==> src/rtl/div_sched_ctrl.sv <==
// Programmable tick divider controller: owns the divide counter, runs/idles on enable,
// and swaps in new divide ratios only at a period boundary.
module div_sched_ctrl #(
  parameter int unsigned CNT_W       = 28,
  parameter int unsigned DEFAULT_DIV = 50000000,
  parameter int unsigned MIN_DIV     = 2
) (
  input  logic             clk_in,
  input  logic             clear,
  input  logic             enable,
  input  logic             cfg_valid,
  input  logic [CNT_W-1:0] cfg_div,
  output logic             cfg_ready,
  output logic             tick,
  output logic             clk_div,
  output logic             running,
  output logic [CNT_W-1:0] div_active,
  output logic [15:0]      tick_count
);

  localparam logic [CNT_W-1:0] DefDiv = CNT_W'(DEFAULT_DIV);
  localparam logic [CNT_W-1:0] MinDiv = CNT_W'(MIN_DIV);

  typedef enum logic [1:0] {StIdle, StRun, StPend} state_e;

  state_e             state_q, state_d;
  logic [CNT_W-1:0]   count_q, count_d;
  logic [CNT_W-1:0]   div_q, div_d;
  logic [CNT_W-1:0]   pend_q, pend_d;
  logic               tick_q, tick_d;
  logic               clk_div_q, clk_div_d;
  logic               running_q, running_d;
  logic               ready_q, ready_d;
  logic [15:0]        tick_count_q, tick_count_d;

  logic               xfer;
  logic               terminal;
  logic [CNT_W-1:0]   clamped;

  assign xfer     = cfg_valid & ready_q;
  assign clamped  = (cfg_div < MinDiv) ? MinDiv : cfg_div;
  assign terminal = (count_q == div_q - CNT_W'(1));

  always_comb begin
    state_d      = state_q;
    count_d      = count_q;
    div_d        = div_q;
    pend_d       = pend_q;
    tick_d       = 1'b0;
    clk_div_d    = clk_div_q;
    ready_d      = ready_q;
    tick_count_d = tick_count_q;

    // Counting and tick generation are identical in RUN and PEND.
    if (state_q != StIdle) begin
      if (terminal) begin
        count_d      = '0;
        tick_d       = 1'b1;
        clk_div_d    = ~clk_div_q;
        tick_count_d = tick_count_q + 16'd1;
      end else begin
        count_d = count_q + CNT_W'(1);
      end
    end

    unique case (state_q)
      StIdle: begin
        count_d = '0;
        ready_d = 1'b1;
        if (xfer) div_d = clamped;
        if (enable) state_d = StRun;
      end
      StRun: begin
        if (xfer && enable) begin
          pend_d  = clamped;
          state_d = StPend;
          ready_d = 1'b0;
        end else if (xfer) begin
          div_d = clamped;
        end
        if (!enable) begin
          state_d = StIdle;
          count_d = '0;
        end
      end
      StPend: begin
        // Pending ratio lands at the period boundary, or at once when stopping.
        if (terminal || !enable) begin
          div_d   = pend_q;
          state_d = StRun;
          ready_d = 1'b1;
        end
        if (!enable) begin
          state_d = StIdle;
          count_d = '0;
        end
      end
      default: begin
        state_d = StIdle;
        count_d = '0;
        ready_d = 1'b1;
      end
    endcase

    running_d = (state_d != StIdle);
  end

  always_ff @(posedge clk_in or posedge clear) begin
    if (clear) begin
      state_q      <= StIdle;
      count_q      <= '0;
      div_q        <= DefDiv;
      pend_q       <= '0;
      tick_q       <= 1'b0;
      clk_div_q    <= 1'b1;
      running_q    <= 1'b0;
      ready_q      <= 1'b1;
      tick_count_q <= '0;
    end else begin
      state_q      <= state_d;
      count_q      <= count_d;
      div_q        <= div_d;
      pend_q       <= pend_d;
      tick_q       <= tick_d;
      clk_div_q    <= clk_div_d;
      running_q    <= running_d;
      ready_q      <= ready_d;
      tick_count_q <= tick_count_d;
    end
  end

  assign cfg_ready  = ready_q;
  assign tick       = tick_q;
  assign clk_div    = clk_div_q;
  assign running    = running_q;
  assign div_active = div_q;
  assign tick_count = tick_count_q;

endmodule

==> config.mk <==
export PLATFORM = sky130hd
export DESIGN_NAME = div_sched_ctrl
export DESIGN_NICKNAME = d
export VERILOG_FILES = /design/src/rtl/div_sched_ctrl.sv
export SDC_FILE = /design/constraint.sdc
export NUM_CORES = 1
export LEC_CHECK = 0
export BUFFER_PORTS_ARGS = -buffer_cell sky130_fd_sc_hd__buf_2
export CAP_MARGIN = 10
export CORE_UTILIZATION = 54
export DETAILED_ROUTE_END_ITERATION = 6
export HOLD_SLACK_MARGIN = 0.06
export PLACE_DENSITY = 0.72
export SYNTH_ARGS = -nofsm -noshare
export SYNTH_HDL_FRONTEND = slang
export SYNTH_SLANG_ARGS = --single-unit
==> constraint.sdc <==
create_clock -name clk_in -period 9.8 [get_ports clk_in]
set_input_delay 1.47 -clock clk_in [delete_from_list [all_inputs] [get_ports clk_in]]
set_output_delay 1.47 -clock clk_in [all_outputs]
set_load 0.02 [all_outputs]
==> impl_metrics.csv, run 1 <==
group,metric,value,unit
status,status,"finished clean",
synthesis,synth-warning-count,0,
die,io_pins,80,
power,power_density,273,mW/mm^2
power,leakage,3.17,nW
critical_path,max_stage_delay,970,ps
cts,cts_repair_resize_count,0,
layout,nets,758,
critical_path,worstSetupStartpoint,"div_active[0]",
critical_path,r2r_cells,11,
die,die_y,110,um
synthesis,syn_inst,655,
synthesis,synth_fa_ha_area_share,1.39,%
die,core_area,0.0114,sq mm
cts,ctsHoldBuffers,0,
routing,drtIter0Drc,288,
routing,route.detailed.drc,0,
global_routing,first_global_vias,4706,
critical_path,required,10040,ps
critical_path,rrSetupSlack,5250,ps
synthesis,synth_cell_types,66,
synthesis,async_flop_share,100,%
flow_run,drv_cap,0,
cts,clockBufferDepth,2,
synthesis,synth_nets,694,
placement,place_hpwl,10.8,mm
routing,wl,14.9,mm
global_routing,antenna_found_initial,0,
synthesis,yosysTopAreaCell,"dfrtp_1",
cts,clk_pin_slew,70,ps
routing,drtAntennaViolNets,0,
critical_path,regToRegStartpoint,"div_active[0]",
routing,viasPerCell,5.84,
cts,cts_made_buffers,9,
placement,place_congestion,0.840,
critical_path,crit_fanout,28,
timing,whs,462,ps
layout,area_growth,11.2,%
timing,finalHoldViolations,0,
synthesis,ys_seq_area_share,42.5,%
critical_path,critPathArrivalTime,4790,ps
synthesis,ys_ff_latch,106,
timing,period_needed,4550,ps
synthesis,synth_edf_count,0,
critical_path,endpoint,"div_active[24]",
layout,drive_gt1_share,24.9,%
timing,fin_ws,5250,ps
synthesis,synth_area_leaders,"dfrtp_1 (37%), nand2_1 (6.4%), mux2_2 (6.1%), dfstp_2 (5.9%), xor2_1 (4.5%)",
timing,worstMarginPinSlew,1160,ps
cts,clkLatencyLatePin,350,ps
cts,cts_sinks,106,
global_routing,grt-ovfl-total,0,
timing,grt_setup_unrepaired,"false",
cts,cts_root_buffer,"clkbuf_16",
die,rows,39,
critical_path,end_kind,"register",
global_routing,grt_max_degree,79,
critical_path,path_cells,"inv_1 > ha_1 > nor3b_1 > nand4_1 > or4_1 > a22oi_1 > and4_1 > nand4b_1 > or2_1 > a31oi_4 > mux2_2",
cts,htree_levels,3,
synthesis,yosys.area_share.simple,23.9,%
global_routing,track_usage,26.3,%
synthesis,synth_top_family_by_area,"simple AND/OR/NAND/NOR gates",
critical_path,critPathKind,"reg2reg",
timing,drv_slew,0,
die,die-area,0.0121,sq mm
placement,place.port_buffers,79,
cts,cts_tree,"done",
synthesis,synth_top_area_share,36.6,%
synthesis,synth_ff_type,"dfrtp_1",
synthesis,synth.cell_area,0.00629,sq mm
synthesis,synth_mux_area_share,10.9,%
placement,dp_slack,5260,ps
timing,relSlewSlack,22.4,%
worst_hold_path,worstHoldPathType,"reg2reg",
critical_path,startpoint_type,"register",
timing,fin_worst_skew,7.28,ps
die,initial_core_util,55.3,%
power,peakVddDrop,205,uV
cts,post_cts_buffers,0,
routing,dr_total_vias,5066,
die,die_w,110,um
layout,design_area,0.00699,sq mm
routing,drtPass1Iterations,4,
synthesis,synth_compound_area_share,9.29,%
synthesis,synth_xor_area_share,8.08,%
synthesis,syn_avg_cell_area,9.60,sq um
global_routing,grt_pass1_wl,24.0,mm
timing,finalSetupViolations,0,
timing,fin_setup_tns,0,ps
routing,wl_per_cell,17.2,um
timing,layout_worst_path_cycle_share,46.5,%
timing,fmax,220,MHz
layout,antenna-diode-count,0,
critical_path,slowest_stage,"a31oi_4",
critical_path,reg2reg_to,"div_active[24]",
placement,placed_area,0.00673,sq mm
[kinds of logic after synthesis]
| group | Yosys count |
|---|---|
| xor+xnor | 58 |
| flops | 106 |
| compound gates | 87 |
| simple gates | 291 |
| fa+ha+maj | 7 |
| buf+inv | 50 |
| mux | 56 |
[worst min-delay path by stage]
stage	startpoint	endpoint	slack (ps)	cells past startpoint
2_1_floorplan	pend_q[10]	pend_q[10]	440	2
3_3_place_gp	pend_q[10]	pend_q[10]	450	2
3_5_place_dp	tick_count[15]	tick_count[15]	460	1
4_1_cts	tick_count[15]	tick_count[15]	470	1
5_1_grt	tick_count[15]	tick_count[15]	480	1
6_report	tick_count[15]	tick_count[15]	460	1
[Yosys cell counts, types with 4 or more instances]
master and n:
nand2_1 108, dfrtp_1 92, nor2_1 35, mux2_2 34, nand3_1 33, xor2_1 32, xnor2_1 26, o21ai_0 25
a21oi_1 21, clkbuf_1 21, inv_1 19, mux2_4 17, nor4_1 16, nor3_1 15, or3_1 15, dfstp_2 14
nand4_1 13, and3_1 11, nor3b_1 10, a21o_1 8, ha_1 7, o21bai_1 7, mux2i_1 5, or4_1 5
nor3_2 4, nor4_2 4
[report_power, final]
part,switching (mW),internal (mW),leakage [nW]
logic,0.447,0.374,1.69
registers,0.170,0.584,1.35
clock network,0.164,0.173,0.123
[routing by layer]
metal  vias up  GRT usage (%)  wire, um
li1       2440              -         -
met1      2467           34.7      6650
met2       137           43.5      7320
met3        22           3.97       664
met4         0           9.90       301
met5         -              0         0
[sequential cells by signal, indices dropped and copies added, names as in the netlist]
| register | count |
|---|---|
| count_q | 28 |
| tick_count | 16 |
| tick | 1 |
| div_active | 28 |
| cfg_ready | 1 |
| state_q | 2 |
| pend_q | 28 |
| running | 1 |
| clk_div | 1 |
[critical path: cells and delay by family (launching register included)]
family          cells  cell delay [ps]
buf+inv             1              130
compound gates      2             1180
simple gates        6             2010
flops               1              440
fa+ha+maj           1              250
mux                 1              430
[stage by stage]
| step | util, % | power, mW | cells |
|---|---|---|---|
| after floorplan | - | 1.37 | 655 |
| after global placement | 59.2 | 1.56 | 851 |
| after detailed placement | 59.2 | 1.58 | 851 |
| after CTS | 61.5 | 1.92 | 867 |
| after global routing | 61.5 | 2.04 | 867 |
| final | 61.5 | 1.91 | 867 |
[placed cells by master (no fill, tap or decap), types with 18 or more instances in the layout]
master	instances
dfrtp_1	92
nand3_1	33
o21ai_0	24
xor2_1	32
a21oi_1	21
mux2_2	34
inv_1	18
nand2_1	108
nor2_1	35
buf_2	79
xnor2_1	26
[layout make-up]
type                       count  area, sq um
inverter                      19         73.8
clock inverter                 4         28.8
fill                         990         4380
multi-input combinational    499         3370
tap                          143          179
sequential                   106         2670
clock buffer                  12          236
timing repair buffer          84          433
Note: power is estimated with default switching activity, not from simulation.
==> run 2, diff against run 1 <==
- clock period: 9.8 -> 4.4 ns (I/O delays scaled with it)
==> run 2 against run 1 <==
Compared with the run above:
- combinational power rose by 130%
- highest routed layer unchanged
- total power rose by 130%
- clock power rose to 2.6 times the previous value
- core utilization rose by 0.74 points
- setup slack got worse by 4800 ps
- global-route usage rose by 0.94 points
==> impl_metrics.csv, run 2 (same netlist as run 1, synthesis figures left out) <==
group,metric,value,unit
status,status,"finished clean",
global_routing,grt-ovfl-total,0,
layout,nFillCells,954,
routing,viasPerCell,5.81,
timing,fin_setup_tns,0,ps
cts,clkLatencyLatePin,360,ps
routing,drtIter0Drc,275,
critical_path,end_kind,"register",
die,initial_core_util,55.3,%
global_routing,track_usage,27.2,%
cts,cts_repair_resize_count,0,
power,p_seq_share,38.2,%
critical_path,critPathArrivalTime,4250,ps
layout,most-common-layout-cells,"nand2_1 (108), dfrtp_1 (92), buf_2 (79), nor2_1 (35), mux2_2 (34)",
worst_hold_path,worstHoldPathType,"reg2reg",
die,rows,39,
placement,dp_slack,490,ps
power,p_switching,1.77,mW
power,combPwrFrac,42.2,%
critical_path,r2r_cells,12,
critical_path,worst-path-buf-inv,2,
layout,drive_gt1_share,25.4,%
placement,placedCellCount,854,
global_routing,first_global_vias,4928,
global_routing,antenna_found_initial,0,
layout,area_growth,12.5,%
timing,worstMarginPinSlew,1070,ps
timing,fin_worst_skew,8.99,ps
global_routing,use_met1,35.2,%
timing,period_needed,3960,ps
timing,fmax,252,MHz
die,die-area,0.0121,sq mm
die,die_w,110,um
critical_path,reg2reg_to,"tick_count[7]",
routing,drtPass1Iterations,4,
routing,route.detailed.drc,0,
cts,cts_made_buffers,9,
flow_run,drv_cap,0,
worst_hold_path,min_from,"pend_q[23]",
critical_path,cp_common_cell,"or4_1",
critical_path,critPathTopFamily,"simple AND/OR/NAND/NOR gates",
cts,post_cts_buffers,0,
power,p_int,2.63,mW
routing,dr_total_vias,5059,
power,power_frac_clock,19.6,%
layout,final_common_cell,"nand2_1",
power,power_density,622,mW/mm^2
critical_path,path_cells,"inv_1 > ha_1 > nor3b_1 > nand4_1 > or4_1 > a22oi_1 > and4_1 > nand4b_1 > or4_1 > buf_4 > nor4_1 > xor2_1",
global_routing,grt-busiest-layer,"met2",
timing,grt_setup_unrepaired,"false",
cts,cts_sinks,106,
global_routing,grt_max_degree,80,
worst_hold_path,hold_end,"pend_q[23]",
cts,htree_levels,3,
placement,place_hpwl,11.0,mm
critical_path,startpoint_type,"register",
timing,drv_slew,0,
cts,clockBufferDepth,2,
power,leakage,3.21,nW
timing,finalSetupViolations,0,
placement,place.port_buffers,79,
layout,finalNonFillerCells,870,
die,die_y,110,um
power,switching_share,40.3,%
cts,cts_root_buffer,"clkbuf_16",
cts,clk_pin_slew,70,ps
global_routing,globalRouteMet2Util,46.7,%
layout,antenna-diode-count,0,
worst_hold_path,hold_depth,2,
cts,cts_tree,"done",
critical_path,critPathKind,"reg2reg",
cts,ctsHoldBuffers,0,
power,peakVddDrop,460,uV
critical_path,regToRegStartpoint,"div_active[0]",
layout,nets,761,
critical_path,crit_fanout,17,
routing,wl,15.1,mm
critical_path,rrSetupSlack,440,ps
placement,place_congestion,0.842,
timing,layout_worst_path_cycle_share,90.0,%
timing,fin_ws,439,ps
timing,relSlewSlack,28.5,%
critical_path,max_stage_delay,560,ps
global_routing,grt_util_met3,3.73,%
die,core_area,0.0114,sq mm
routing,drtAntennaViolNets,0,
global_routing,grt_pass1_wl,24.9,mm
timing,finalHoldViolations,0,
critical_path,required,4680,ps
routing,wl_per_cell,17.4,um
critical_path,slowest_stage,"or4_1",
die,io_pins,80,
==> run 2: changes by cell type in the layout (fill, tap and decap cells not counted) <==
cell        previous run  this run
clkbuf_8               0         2
buf_12                 0         1
clkinv_2               1         0
bufinv_16              0         1
buf_4                  5         7
clkinvlp_4             2         1
inv_8                  0         1
clkbuf_1               3         1
==> run 2: worst min-delay path, cell delays in order, from the launching register on <==
cell     delay [ps]
dfrtp_1         340
nand2_1          50
nand2_1          60
==> run 2: area by class of cell <==
class	count	area (sq um)	share of cell area, %
Inverter	19	73.8	1.04
Clock buffer	12	256	3.63
Clock inverter	4	57.6	0.813
Tap cell	143	179	2.53
Multi-Input combinational cell	499	3370	47.6
Timing Repair Buffer	87	468	6.61
Sequential cell	106	2670	37.7
==> run 2: per-layer routing <==
layer | share of wire [%] | wire length [um]
met5 | 0 | 0
met2 | 50 | 7560
met1 | 44 | 6650
met3 | 4.5 | 684
met4 | 1.5 | 229
==> run 2: worst max path at each step <==
stage	start	endpoint	slack, ps	cells after the start
after CTS	div_active[0]	tick_count[7]	470	12
after global placement	div_active[0]	tick_count[7]	610	12
after floorplan	div_active[0]	div_active[16]	640	13
final	div_active[0]	tick_count[7]	440	12
after detailed placement	div_active[0]	tick_count[7]	490	12
after global routing	div_active[0]	tick_count[7]	80	12
==> run 2: stage by stage <==
stage	area, sq um	utilization, %	hold slack (ps)	power, mW
6_report	7080	62.2	474	4.40
5_1_grt	7080	62.2	486	4.65
4_1_cts	7080	62.2	476	4.40
3_5_place_dp	6760	59.5	458	3.54
3_3_place_gp	6760	59.5	453	3.49
2_1_floorplan	6290	-	440	3.04
==> run 2: power by group through the flow <==
stage	logic (mW)	clock network (mW)	registers (mW)
floorplan	1.33	0	1.72
global placement	1.81	0	1.68
detailed placement	1.85	0	1.69
CTS	1.86	0.871	1.67
global route	2.02	0.904	1.72
finish	1.86	0.863	1.68
==> run 3, diff against run 2 <==
- BUFFER_PORTS_ARGS: -buffer_cell sky130_fd_sc_hd__buf_2 -> default
- DONT_BUFFER_PORTS: default -> 1
- PLACE_DENSITY: 0.72 -> 0.66
==> run 3 against run 2 <==
Compared with the run above:
- sequential power rose by 9%
- non-clock buffer count fell by 72
- highest routed layer unchanged
- hold slack got worse by 94 ps
- combinational power fell by 13%
- clock power fell by 9.4%
- largest power group is now registers
- total power fell by 4.2%
- fmax fell by 0.92%
- register-to-register slack got worse by 40 ps
- core utilization fell by 3.3 points
- critical path depth fell by 2
==> impl_metrics.csv, run 3 (same netlist as run 1, synthesis figures left out) <==
group,metric,value,unit
cts,cts_repair_resize_count,0,
critical_path,startpoint_type,"register",
global_routing,antenna_found_initial,0,
timing,fin_setup_tns,0,ps
die,initial_core_util,55.3,%
routing,viasPerCell,6.02,
placement,placed_area,0.00642,sq mm
timing,fmax,250,MHz
global_routing,grt-ovfl-total,0,
cts,cts_sinks,106,
power,p_int,2.48,mW
critical_path,critPathArrivalTime,4240,ps
global_routing,track_usage,26.7,%
global_routing,grt_max_degree,79,
die,die_y,110,um
die,core_area,0.0114,sq mm
cts,cts_tree,"done",
critical_path,end_kind,"register",
critical_path,max_stage_delay,590,ps
power,power_frac_clock,18.6,%
global_routing,grt_pass1_wl,24.1,mm
layout,area_growth,6.57,%
timing,worstMarginPinSlew,1040,ps
critical_path,slowest_stage,"or4_4",
critical_path,critPathKind,"reg2reg",
timing,finalSetupViolations,0,
layout,nets,689,
die,die_w,110,um
power,p_seq_share,43.3,%
power,leakage,2.89,nW
placement,place.port_buffers,0,
layout,final_common_cell,"nand2_1",
timing,period_needed,4000,ps
cts,clkLatencyLatePin,360,ps
cts,clk_pin_slew,70,ps
critical_path,crit_fanout,24,
placement,place_congestion,0.879,
die,io_pins,80,
critical_path,rrSetupSlack,400,ps
critical_path,path_cells,"or4_4 > or4_4 > nor3_4 > a22oi_2 > or2_0 > or3b_1 > or2_1 > a31oi_4 > buf_12 > mux2_2",
routing,drtAntennaViolNets,0,
critical_path,cp_common_cell,"or4_4",
cts,cts_made_buffers,9,
cts,htree_levels,3,
timing,relSlewSlack,30.8,%
layout,antenna-diode-count,0,
power,peakVddDrop,382,uV
global_routing,first_global_vias,4671,
die,rows,39,
cts,cts_root_buffer,"clkbuf_16",
routing,wl_per_cell,19.2,um
worst_hold_path,worstHoldPathType,"in2async",
power,switching_share,41.1,%
power,combPwrFrac,38.1,%
status,status,"finished clean",
power,p_total,4.21,mW
timing,fin_worst_skew,8.96,ps
layout,drive_gt1_share,17.3,%
cts,ctsHoldBuffers,0,
flow_run,drv_cap,0,
layout,design_area,0.00670,sq mm
placement,place_hpwl,11.2,mm
layout,most-common-layout-cells,"nand2_1 (108), dfrtp_1 (92), nor2_1 (35), mux2_2 (34), nand3_1 (33)",
routing,drtPass1Iterations,4,
power,p_switching,1.73,mW
die,die-area,0.0121,sq mm
routing,drtIter0Drc,300,
power,power_density,629,mW/mm^2
timing,grt_setup_unrepaired,"false",
timing,layout_worst_path_cycle_share,90.9,%
critical_path,required,4640,ps
routing,route.detailed.drc,0,
timing,finalHoldViolations,0,
routing,dr_total_vias,4806,
cts,clockBufferDepth,2,
cts,post_cts_buffers,0,
timing,drv_slew,0,
routing,wl,15.3,mm
## run 3: layer usage
layer	vias up	wire length (um)	global-route usage, %
met4	0	380	10.8
li1	2306	-	-
met1	2357	6530	32.7
met5	-	0	0
met2	121	7370	44.6
met3	22	1030	7.05
## run 3: worst paths after layout
check | start | endpoint | cells past startpoint
max in group asynchronous | clear | count_q[17] | 2
min in group clk_in | cfg_div[9] | pend_q[9] | 2
worst max register to register | div_active[16] | div_active[27] | 10
worst min-delay path | clear | tick_count[3] | 1
worst max-delay path | div_active[16] | div_active[27] | 10
worst min register to register | pend_q[6] | pend_q[6] | 2
## run 3: cell type report
type,count,area [sq um]
multi-input combinational,499,3370
clock buffer,11,243
clock inverter,5,38.8
fill,999,4670
inverter,19,73.8
timing repair buffer,15,125
sequential,106,2670
tap,143,179
## run 3: power groups by stage
stage	logic [mW]	registers, mW	clock network, mW
2_1_floorplan	1.33	1.72	0
3_3_place_gp	1.56	1.83	0
3_5_place_dp	1.60	1.85	0
4_1_cts	1.61	1.83	0.797
5_1_grt	1.77	1.88	0.831
6_report	1.61	1.83	0.782
## run 3: critical path, delay by kind of cell, from the launching register on
kind / cells / cell delay (ps)
AOI/OAI and AO/OA: 2 / 440
buffers and inverters: 1 / 250
DFF: 1 / 520
muxes: 1 / 360
and+or+nand+nor: 6 / 2310
## run 3: per-stage QoR
step / hold WS, ps / setup slack [ps] / util [%] / cells
2_1_floorplan: 440 / 638 / - / 655
3_3_place_gp: 453 / 517 / 56.5 / 782
3_5_place_dp: 456 / 428 / 56.5 / 782
4_1_cts: 391 / 413 / 58.9 / 798
5_1_grt: 388 / 193 / 58.9 / 798
6_report: 380 / 402 / 58.9 / 798
